**src/rtl/rom_arb_pkg.sv**
```systemverilog
// rom_arb_pkg -- shared definitions for the two-host ROM arbiter.
//   NumHosts   : number of requesting hosts (fixed at 2)
//   host_idx_t : index type wide enough to name one host
//   in_range() : true when a word index falls inside the ROM
package rom_arb_pkg;

    localparam int NumHosts = 2;

    typedef logic [$clog2(NumHosts)-1:0] host_idx_t;

    // Both operands are widened to 64 bits so any AW/ROM_WORDS pair compares correctly.
    function automatic logic in_range(input logic [63:0] word_idx,
                                      input logic [63:0] rom_words);
        return word_idx < rom_words;
    endfunction

endpackage

```
**src/rtl/rom_arb_sel.sv**
```systemverilog
// rom_arb_sel -- 2-way grant selector.
//   clk_i, rst_ni : clock / asynchronous active-low reset (round-robin pointer only)
//   req_i         : per-host request
//   gnt_o         : one-hot grant, zero when nothing is requested
//   idx_o         : index of the granted host (0 when no grant)
// Build option: define ROM_ARB_RR_EN for round-robin arbitration; otherwise
// host 0 has fixed priority and no pointer state exists.
module rom_arb_sel
    import rom_arb_pkg::*;
(
    input  logic                clk_i,
    input  logic                rst_ni,
    input  logic [NumHosts-1:0] req_i,
    output logic [NumHosts-1:0] gnt_o,
    output host_idx_t           idx_o
);

`ifdef ROM_ARB_RR_EN
    host_idx_t last_q, last_d;
    host_idx_t win;

    always_comb begin
        win    = '0;
        gnt_o  = '0;
        last_d = last_q;
        unique case (req_i)
            2'b01:   win = host_idx_t'(0);
            2'b10:   win = host_idx_t'(1);
            2'b11:   win = ~last_q;   // the host that did not win last time
            default: win = '0;
        endcase
        if (|req_i) begin
            gnt_o[win] = 1'b1;
            last_d     = win;
        end
        idx_o = win;
    end

    // Pointer resets to host 1 so host 0 wins the first contested cycle.
    always_ff @(posedge clk_i or negedge rst_ni) begin
        if (!rst_ni) begin
            last_q <= host_idx_t'(1);
        end else begin
            last_q <= last_d;
        end
    end
`else
    logic unused_clk_rst;
    assign unused_clk_rst = clk_i ^ rst_ni;

    always_comb begin
        gnt_o = '0;
        idx_o = '0;
        if (req_i[0]) begin
            gnt_o[0] = 1'b1;
            idx_o    = host_idx_t'(0);
        end else if (req_i[1]) begin
            gnt_o[1] = 1'b1;
            idx_o    = host_idx_t'(1);
        end
    end
`endif

endmodule

```
**src/rtl/rom_arb.sv**
```systemverilog
// rom_arb -- two hosts share one single-cycle-latency ROM.
//   Parameters : AW (address width), DW (data width), ROM_WORDS (ROM depth in words)
//   clk_i, rst_ni         : clock / asynchronous active-low reset
//   h_req_i, h_addr_i     : per-host request and byte address (bits [1:0] ignored)
//   h_gnt_o               : combinational one-hot grant
//   h_rvalid_o, h_err_o   : per-host response valid / error, one cycle after grant
//   h_rdata_o             : shared response data, zero unless a response is valid
//   mem_req_o, mem_addr_o : ROM read request and word index
//   mem_rdata_i, mem_rvalid_i : ROM response, one cycle after mem_req_o
// Build option: ROM_ARB_RR_EN selects round-robin instead of fixed priority.
module rom_arb
    import rom_arb_pkg::*;
#(
    parameter int AW        = 32,
    parameter int DW        = 32,
    parameter int ROM_WORDS = 256
) (
    input  logic                         clk_i,
    input  logic                         rst_ni,
    input  logic [NumHosts-1:0]          h_req_i,
    input  logic [NumHosts-1:0][AW-1:0]  h_addr_i,
    output logic [NumHosts-1:0]          h_gnt_o,
    output logic [NumHosts-1:0]          h_rvalid_o,
    output logic [NumHosts-1:0]          h_err_o,
    output logic [DW-1:0]                h_rdata_o,
    output logic                         mem_req_o,
    output logic [AW-1:0]                mem_addr_o,
    input  logic [DW-1:0]                mem_rdata_i,
    input  logic                         mem_rvalid_i
);

    logic [NumHosts-1:0] gnt;
    host_idx_t           gidx;
    logic                gnt_any;
    logic [AW-1:0]       sel_addr;
    logic [AW-3:0]       word;
    logic                in_rng;
    logic                unused_lsb;

    logic      pend_q, pend_d;
    host_idx_t owner_q, owner_d;
    logic      err_q, err_d;

    rom_arb_sel u_sel (
        .clk_i  (clk_i),
        .rst_ni (rst_ni),
        .req_i  (h_req_i),
        .gnt_o  (gnt),
        .idx_o  (gidx)
    );

    assign h_gnt_o    = gnt;
    assign gnt_any    = |gnt;
    assign sel_addr   = h_addr_i[gidx];
    assign word       = sel_addr[AW-1:2];
    assign unused_lsb = ^sel_addr[1:0];
    assign in_rng     = in_range(64'(word), 64'(ROM_WORDS));

    // Memory side is forced quiet while reset is asserted; the grant is not.
    assign mem_req_o  = rst_ni & gnt_any & in_rng;
    assign mem_addr_o = rst_ni ? {2'b00, word} : '0;

    // Tracker captures every grant; an idle cycle clears it.
    always_comb begin
        pend_d  = gnt_any;
        owner_d = gnt_any ? gidx : '0;
        err_d   = gnt_any & ~in_rng;
    end

    always_ff @(posedge clk_i or negedge rst_ni) begin
        if (!rst_ni) begin
            pend_q  <= 1'b0;
            owner_q <= '0;
            err_q   <= 1'b0;
        end else begin
            pend_q  <= pend_d;
            owner_q <= owner_d;
            err_q   <= err_d;
        end
    end

    // Error responses are generated locally and never wait on the ROM; a
    // ROM response that arrives with nothing in-range pending is dropped.
    always_comb begin
        h_rvalid_o = '0;
        h_err_o    = '0;
        h_rdata_o  = '0;
        if (pend_q && err_q) begin
            h_rvalid_o[owner_q] = 1'b1;
            h_err_o[owner_q]    = 1'b1;
        end else if (pend_q && mem_rvalid_i) begin
            h_rvalid_o[owner_q] = 1'b1;
            h_rdata_o           = mem_rdata_i;
        end
    end

endmodule

```
**config.mk**
```make
export PLATFORM = sky130hd
export DESIGN_NAME = rom_arb
export DESIGN_NICKNAME = d
export VERILOG_FILES = /design/src/rtl/rom_arb_pkg.sv /design/src/rtl/rom_arb_sel.sv /design/src/rtl/rom_arb.sv
export SDC_FILE = /design/constraint.sdc
export NUM_CORES = 1
export LEC_CHECK = 0
export CORE_UTILIZATION = 24
export CTS_CLUSTER_SIZE = 40
export DETAILED_ROUTE_END_ITERATION = 8
export PLACE_DENSITY_LB_ADDON = 0.05
export SLEW_MARGIN = 10
export SYNTH_ARGS = -nofsm -noshare
export SYNTH_HDL_FRONTEND = slang
export SYNTH_HIERARCHICAL = 1
export SYNTH_SLANG_ARGS = --single-unit
export TNS_END_PERCENT = 30
```
**constraint.sdc**
```tcl
create_clock -name clk_i -period 5.2 [get_ports clk_i]
set_input_delay 1.04 -clock clk_i [delete_from_list [all_inputs] [get_ports clk_i]]
set_output_delay 1.04 -clock clk_i [all_outputs]
set_load 0.05 [all_outputs]
```
Yosys cells after proc, flatten, opt, wreduce, memory -nomap -nowiden:

Cells that the tools add are included.

* register bits: 3

* $lt $le $gt $ge: 4
* bitwise gates (word level): 4
* multiplexer cells: 14
* reduce and logical (&&, ||, !) cells: 4

Operator list (number)
* $mux W32: 4
* $lt A30 B9 Y1 const B: 1
* $mux W30: 1
* $mux W2: 3
* $mux W1: 5
* $lt A1 B2 Y1 const B: 2
* $and A1 B1 Y1: 3
* $logic_and A1 B1 Y1: 3
* $reduce_or A2 Y1: 1
* $demux W1 S1: 1
* $ge A1 B1 Y1 const B: 1
* $not A1 Y1: 1

Depth between registers and ports, before layout:

Gate-level depths: netlist of run 1.

* depth in word-level cells: 7
* gate-level depth with buffers: 6
* gate-level depth less buffers: 5

Cells and area by module:

Netlist of run 1, hierarchy kept.

By module, submodules not included
* rom_arb: cells each 141, instances 1, area an instance 1018.5 µm²
* rom_arb_sel: cells each 3, instances 1, area an instance 28.8 µm²

Worst setup path after synthesis of run 1:

OpenSTA, ideal clock, no wires.

* path type: input-to-output
* start: input h_req_i[1]
* end: output mem_req_o
* arrival: 2478 ps
* stages: 6
* required time: 4160 ps
* setup slack: 1682 ps
* cell sequence: nor2b_4 buf_4 nand2b_1 or4_1 a221oi_2 and3_1

* longest elaborated chain between the ends: 6

RTL lines
* from (decl): line rom_arb.sv:20 `input logic [NumHosts-1:0] h_req_i,`
* $mux W1 *: line rom_arb_sel.sv:57 `end else if (req_i[1]) begin`
* $mux W1 *: line rom_arb_sel.sv:54 `if (req_i[0]) begin`
* $mux W32 (not written as such) (2 in a row): line rom_arb.sv:54 `assign sel_addr = h_addr_i[gidx];`
* $lt A30 B9 Y1: line rom_arb_pkg.sv:14 `return word_idx < rom_words;`
* $and A1 B1 Y1 *: line rom_arb.sv:60 `assign mem_req_o = rst_ni & gnt_any & in_rng;`
* to (decl): line rom_arb.sv:26 `output logic mem_req_o,`

Mark *: on every way between the ends. The rest lies on a longest branch, timed or not. The select of a mux whose other input is x is not followed.

Final worst setup path of run 1:

* start: input h_req_i[0]
* end: output mem_addr_o[21]

* longest elaborated chain between the ends: 4

RTL lines
* $mux W1: line rom_arb_sel.sv:54
* $mux W32 (not written as such) (2 in a row): line rom_arb.sv:54
* $mux W30: line rom_arb.sv:61 `assign mem_addr_o = rst_ni ? {2'b00, word} : '0;`
* to (decl): line rom_arb.sv:27 `output logic [AW-1:0] mem_addr_o,`

No other way between the ends. The select of a mux whose other input is x is not followed.

==> results.cfg, run 1 <==
[outcome]
status = finished, final reports clean

[cts]
cts.path.max_buffers = 2
cts_tree = built
h-tree-depth = 1
ctsResizeCount = 0
cts_buffers = 3
cts_hold_buf = 0
clkTransAtPathRegs_ns = 0.03
cts_setup_buffers = 0
cts_sinks = 3
cts_root_buffer = clkbuf_8

[setup_path]
endpoint_kind = output port
critPathLaunch = h_req_i[0]
cp-start-kind = input port
cpMaxStageDelayCell = clkdlybuf4s50_1
crit_top_cell = clkdlybuf4s50_1
arrival_ns = 3.34
path_cells = clkdlybuf4s50_1 -> nor2b_4 -> buf_4 -> mux2i_1 -> nor2b_1 -> clkdlybuf4s50_1
critPathMaxFanout = 19
crit_required_ns = 4.16
crit_path_max_incr_delay_ns = 0.83
critical_path_class = in -> out

[cells_and_area]
nFillCells = 385
area_growth_pct = 166
drive_gt1_share_pct = 3.61
nets = 407
multi_input_area_sq_um = 897
seq_area_sq_um = 75.1
antenna_cells = 0

[sta]
max_freq_ghz = 0.228
setup_tns_ns = 0
slew_headroom_pct = 63.8
finalCriticalPeriod_ns = 4.38
setup_viol = 0
finalHoldViolCount = 0
slew_violations = 0
timing.hold.ws_ns = 1.17
rsz0062_at_grt = false
min_period_over_period_pct = 84.3
tightest_slew_ns = 0.541

[place]
place.gp.congestion = 0.692
dpl.hpwl_um = 4040
io_buffer_count = 165

[global_route]
grt_usage_pct = 19.1
grt-ovfl-total = 0
grt_pass1_wl_um = 6600
grt_start_max_net_pins = 35
antenna_found_initial = 0
grt_pass1_vias = 1446

[routing]
wl_per_cell_um = 13.2
wl_um = 4680
first_iter_violations = 23
drt.antenna.violating_nets = 0
drc_errors = 0
via_count = 1578
vias_per_cell = 4.45
dr.pass1.iters = 2

[power_and_ir_drop]
p_total_mw = 0.367
p_per_area_mw_per_mm2 = 132
ir_worst_vdd_mv = 0.0869
p_leak_nw = 1.05

[floorplan]
core-area_sq_mm = 0.00409
num_io_pins = 172
fp.dieW_um = 68.1
die_h_um = 68.1
dieArea_sq_mm = 0.00463
initial_core_util_pct = 25.6
std_cell_rows = 23

[synth]
syn-instance-count = 144
syn-cell-area_sq_mm = 0.00105
ys_types = 23
ys_seq_area_share_pct = 7.17
avgSynthCellArea_sq_um = 7.27
ys_ff_latch = 3
synth_warnings = 6

[min_path]
hp-class = in -> async

[job]
max-cap-violations = 0
## kinds of logic (layout without fill, tap and decap cells)
group / Yosys count / after routing / share of synthesized area, %
multiplexers: 30 / 30 / 28.7
AND/OR/NAND/NOR: 93 / 93 / 54.1
AO/OA/AOI/OAI: 2 / 2 / 2.15
other: 1 / 2 / 0.358
buffers and inverters: 15 / 175 / 7.53
flip-flops: 3 / 3 / 7.17
## layout by cell type, fill, tap and decap left out, types with 2 or more instances in the layout
cell type | synthesis | routed
nor3_1 | 4 | 4
clkdlybuf4s50_1 | 0 | 164
nor4_1 | 6 | 6
and2_1 | 33 | 33
conb_1 | 1 | 2
clkbuf_8 | 0 | 3
nor2b_1 | 30 | 30
nor2_1 | 7 | 7
buf_4 | 5 | 5
nand2_1 | 3 | 3
mux2i_1 | 30 | 30
nand4_1 | 2 | 2
and3_1 | 2 | 2
dfrtp_1 | 3 | 3
## worst max-delay path: cells and delay by family
family | cells | cell delay, ns
multiplexers | 1 | 0.10
AND/OR/NAND/NOR | 2 | 0.59
buffers and inverters | 3 | 1.61
## sequential cells by signal (all words and copies together), names as in the netlist
signal	flops
err_q	1
owner_q	1
pend_q	1
## final cells by class
class | instances | share of cell area (%)
repair buffers | 170 | 61.1
multi-input cells | 127 | 32.2
clock buffers | 4 | 1.62
inverters | 1 | 0.135
flip-flops and latches | 3 | 2.70
well taps | 50 | 2.25
## how the worst max path moves through the flow
| stage | cells past startpoint | end |
|---|---|---|
| 2_1_floorplan | 6 | mem_req_o |
| 3_3_place_gp | 6 | mem_addr_o[21] |
| 3_5_place_dp | 6 | mem_addr_o[5] |
| 4_1_cts | 6 | mem_addr_o[21] |
| 5_1_grt | 6 | mem_addr_o[20] |
| 6_report | 6 | mem_addr_o[21] |
## synthesized netlist by cell type
cell type	number	area (sq um)
a221oi_2	1	15.0
dfrtp_1	3	75.1
clkbuf_1	6	22.5
nand2_1	3	11.3
mux2i_1	30	300
nand2b_1	1	6.26
conb_1	1	3.75
nor3_1	4	20.0
a22oi_1	1	7.51
inv_1	1	3.75
nor4b_1	1	8.76
nor2_1	7	26.3
nor4_1	6	37.5
buf_2	3	15.0
and3_1	2	12.5
nor3b_1	1	7.51
nor2b_4	1	13.8
and2_1	33	206
and3b_1	1	8.76
nand4_1	2	12.5
or4_1	1	7.51
buf_4	5	37.5
nor2b_1	30	188
## routing by layer
metal / part of all wire, % / GRT usage (%) / vias up / wire length (um)
met5: 0 / 0 / - / 0
met4: 0.49 / 3.13 / 0 / 23
met3: 12 / 5.17 / 2 / 545
met2: 55 / 41.5 / 86 / 2570
met1: 33 / 16.9 / 686 / 1540
li1: - / - / 804 / -
## through the flow
step,utilization (%),cells,worst slack [ns],instance area [sq um]
after floorplan,-,145,1.68,1050
after global placement,67.0,351,0.796,2740
after detailed placement,67.0,351,0.804,2740
after CTS,68.1,355,0.792,2780
after global routing,68.1,355,0.653,2780
final,68.1,355,0.817,2780
## where the power goes
| group | leakage (nW) | switching, mW | internal [mW] |
|---|---|---|---|
| registers | 0.0353 | 0.00120 | 0.0249 |
| logic | 0.992 | 0.142 | 0.130 |
| clock network | 0.0228 | 0.0171 | 0.0524 |
| total | 1.05 | 0.160 | 0.207 |
Power figures use the tool's default switching activity.
==> inputs of run 2 (changes only) <==
--- a/config.mk
+++ b/config.mk
@@ -5,7 +5,7 @@
 export SDC_FILE = /design/constraint.sdc
 export NUM_CORES = 1
 export LEC_CHECK = 0
-export CORE_UTILIZATION = 24
+export CORE_UTILIZATION = 22
 export CTS_CLUSTER_SIZE = 40
 export DETAILED_ROUTE_END_ITERATION = 8
 export PLACE_DENSITY_LB_ADDON = 0.05
==> constraint.sdc (replaced) <==
create_clock -name clk_i -period 4.3 [get_ports clk_i]
set_input_delay 0.86 -clock clk_i [delete_from_list [all_inputs] [get_ports clk_i]]
set_output_delay 0.86 -clock clk_i [all_outputs]
set_load 0.05 [all_outputs]
==> run 2 against run 1 <==
  * The flow now finishes with violations (design-rule violations)
  * Sequential power increased by 21%
  * Cell count increased by 0.28%
  * Die area increased by 8.8%
  * Non-clock buffer count decreased by 1
  * Design area increased by 7.6%
  * Sequential cell count unchanged
  * First-iteration DRC count increased by 130%
  * Global-route usage decreased by 2.2 points
  * Worst hold slack got worse by 0.18 ns
  * Power increased by 33%
  * Count of clock-buffer cells in the layout unchanged
  * Combinational power increased by 38%
==> results.cfg, run 2 (synthesis results as in run 1) <==
[cells_and_area]
area_growth_pct = 186
drive_gt1_share_pct = 24.0
nFillCells = 370
reg_top3 = err_q: 1 flops, owner_q: 1 flops, pend_q: 1 flops
nets = 406
final_common_cell = clkdlybuf4s50_1
instances_no_fill = 356
antenna_cells = 0
final_util_pct = 66.9
final_cell_mix = clkdlybuf4s50_1, buf_4, and2_1

[sta]
setup_viol = 0
slew_violations = 0
finalCriticalPeriod_ns = 3.63
max_freq_ghz = 0.275
slew_headroom_pct = 65.9
fin_ws_ns = 0.665
rsz0062_at_grt = false
timing.hold.ws_ns = 0.992
tightest_slew_ns = 0.510
setup_tns_ns = 0
min_period_over_period_pct = 84.5
finalHoldViolCount = 0

[min_path]
hp-class = in -> async

[setup_path]
crit_required_ns = 3.44
endpoint_kind = output port
cp-start-kind = input port
critPathLaunch = h_req_i[0]
arrival_ns = 2.77
critical_path_class = in -> out
critPathMaxFanout = 8

[cts]
cts_root_buffer = clkbuf_8
cts_tree = built
h-tree-depth = 1
cts_setup_buffers = 0
cts_hold_buf = 0
cts_buffers = 3
cts_sinks = 3
cts.path.max_buffers = 2
ctsResizeCount = 0
clkTransAtPathRegs_ns = 0.03

[routing]
wl_um = 4510
drc_errors = 13
first_iter_violations = 52
via_count = 1576
drt.antenna.violating_nets = 0
dr.pass1.iters = 7
wl_per_cell_um = 12.7
vias_per_cell = 4.43

[floorplan]
die_h_um = 71.0
std_cell_rows = 24
num_io_pins = 172
initial_core_util_pct = 23.4
dieArea_sq_mm = 0.00504
core-area_sq_mm = 0.00447
fp.dieW_um = 71.0

[global_route]
grt_usage_pct = 16.9
grt-ovfl-total = 0
antenna_found_initial = 0
grt_pass1_wl_um = 6830
grt_start_max_net_pins = 35
grt_pass1_vias = 1436

[outcome]
status = finished, violations left
violations = design-rule violations

[place]
place_inst = 352
pre_cts_slack_ns = 0.631
io_buffer_count = 165
dpl.hpwl_um = 3960
place.gp.congestion = 0.709

[power_and_ir_drop]
ir_worst_vdd_mv = 0.116
p_leak_nw = 1.26
p_per_area_mw_per_mm2 = 162

[job]
max-cap-violations = 0
## run 2: cell count changes in the layout (fill, tap and decap cells not counted), sizes merged
cell and delta:
clkdlybuf4s50 -63, buf +62
## run 2: critical path, cell delays in order
cell             delay, ns
clkdlybuf4s50_1       0.47
nor2b_4               0.25
nor4b_1               0.28
nand4_1               0.19
a221oi_2              0.33
and3_1                0.24
buf_12                0.14
## run 2: report_power, final
group | switching, mW | internal [mW] | total (mW) | leakage [nW]
Clock | 0.0188 | 0.0632 | 0.0820 | 0.0228
Sequential | 0.00144 | 0.0301 | 0.0316 | 0.0353
Combinational | 0.182 | 0.191 | 0.373 | 1.20
Total | 0.202 | 0.284 | 0.486 | 1.26
## run 2: area by class of cell
type / count / area (sq um) / area share, %
timing repair buffer: 169 / 1910 / 63.7
multi-input combinational: 127 / 897 / 29.9
clock buffer: 4 / 45.0 / 1.50
tap: 52 / 65.1 / 2.17
inverter: 1 / 3.75 / 0.125
sequential: 3 / 75.1 / 2.51
## run 2: per-layer routing
metal | track usage (%) | vias to the layer above | share of wire [%]
li1 | - | 802 | -
met1 | 16.7 | 672 | 32
met2 | 32.7 | 100 | 54
met3 | 8.26 | 2 | 14
met4 | 2.00 | 0 | 0.31
met5 | 0 | - | 0
## run 2: worst max path at each step
stage	to	slack, ns	cells past startpoint
5_1_grt	mem_req_o	0.49	7
3_3_place_gp	mem_req_o	0.69	7
2_1_floorplan	mem_req_o	1.14	6
6_report	mem_req_o	0.67	7
3_5_place_dp	mem_req_o	0.63	7
4_1_cts	mem_req_o	0.62	7
## run 2: stage by stage
step	area (sq um)	power, mW
finish	3000	0.486
global route	3000	0.508
CTS	3000	0.492
detailed placement	2950	0.407
global placement	2950	0.405
floorplan	1050	0.204
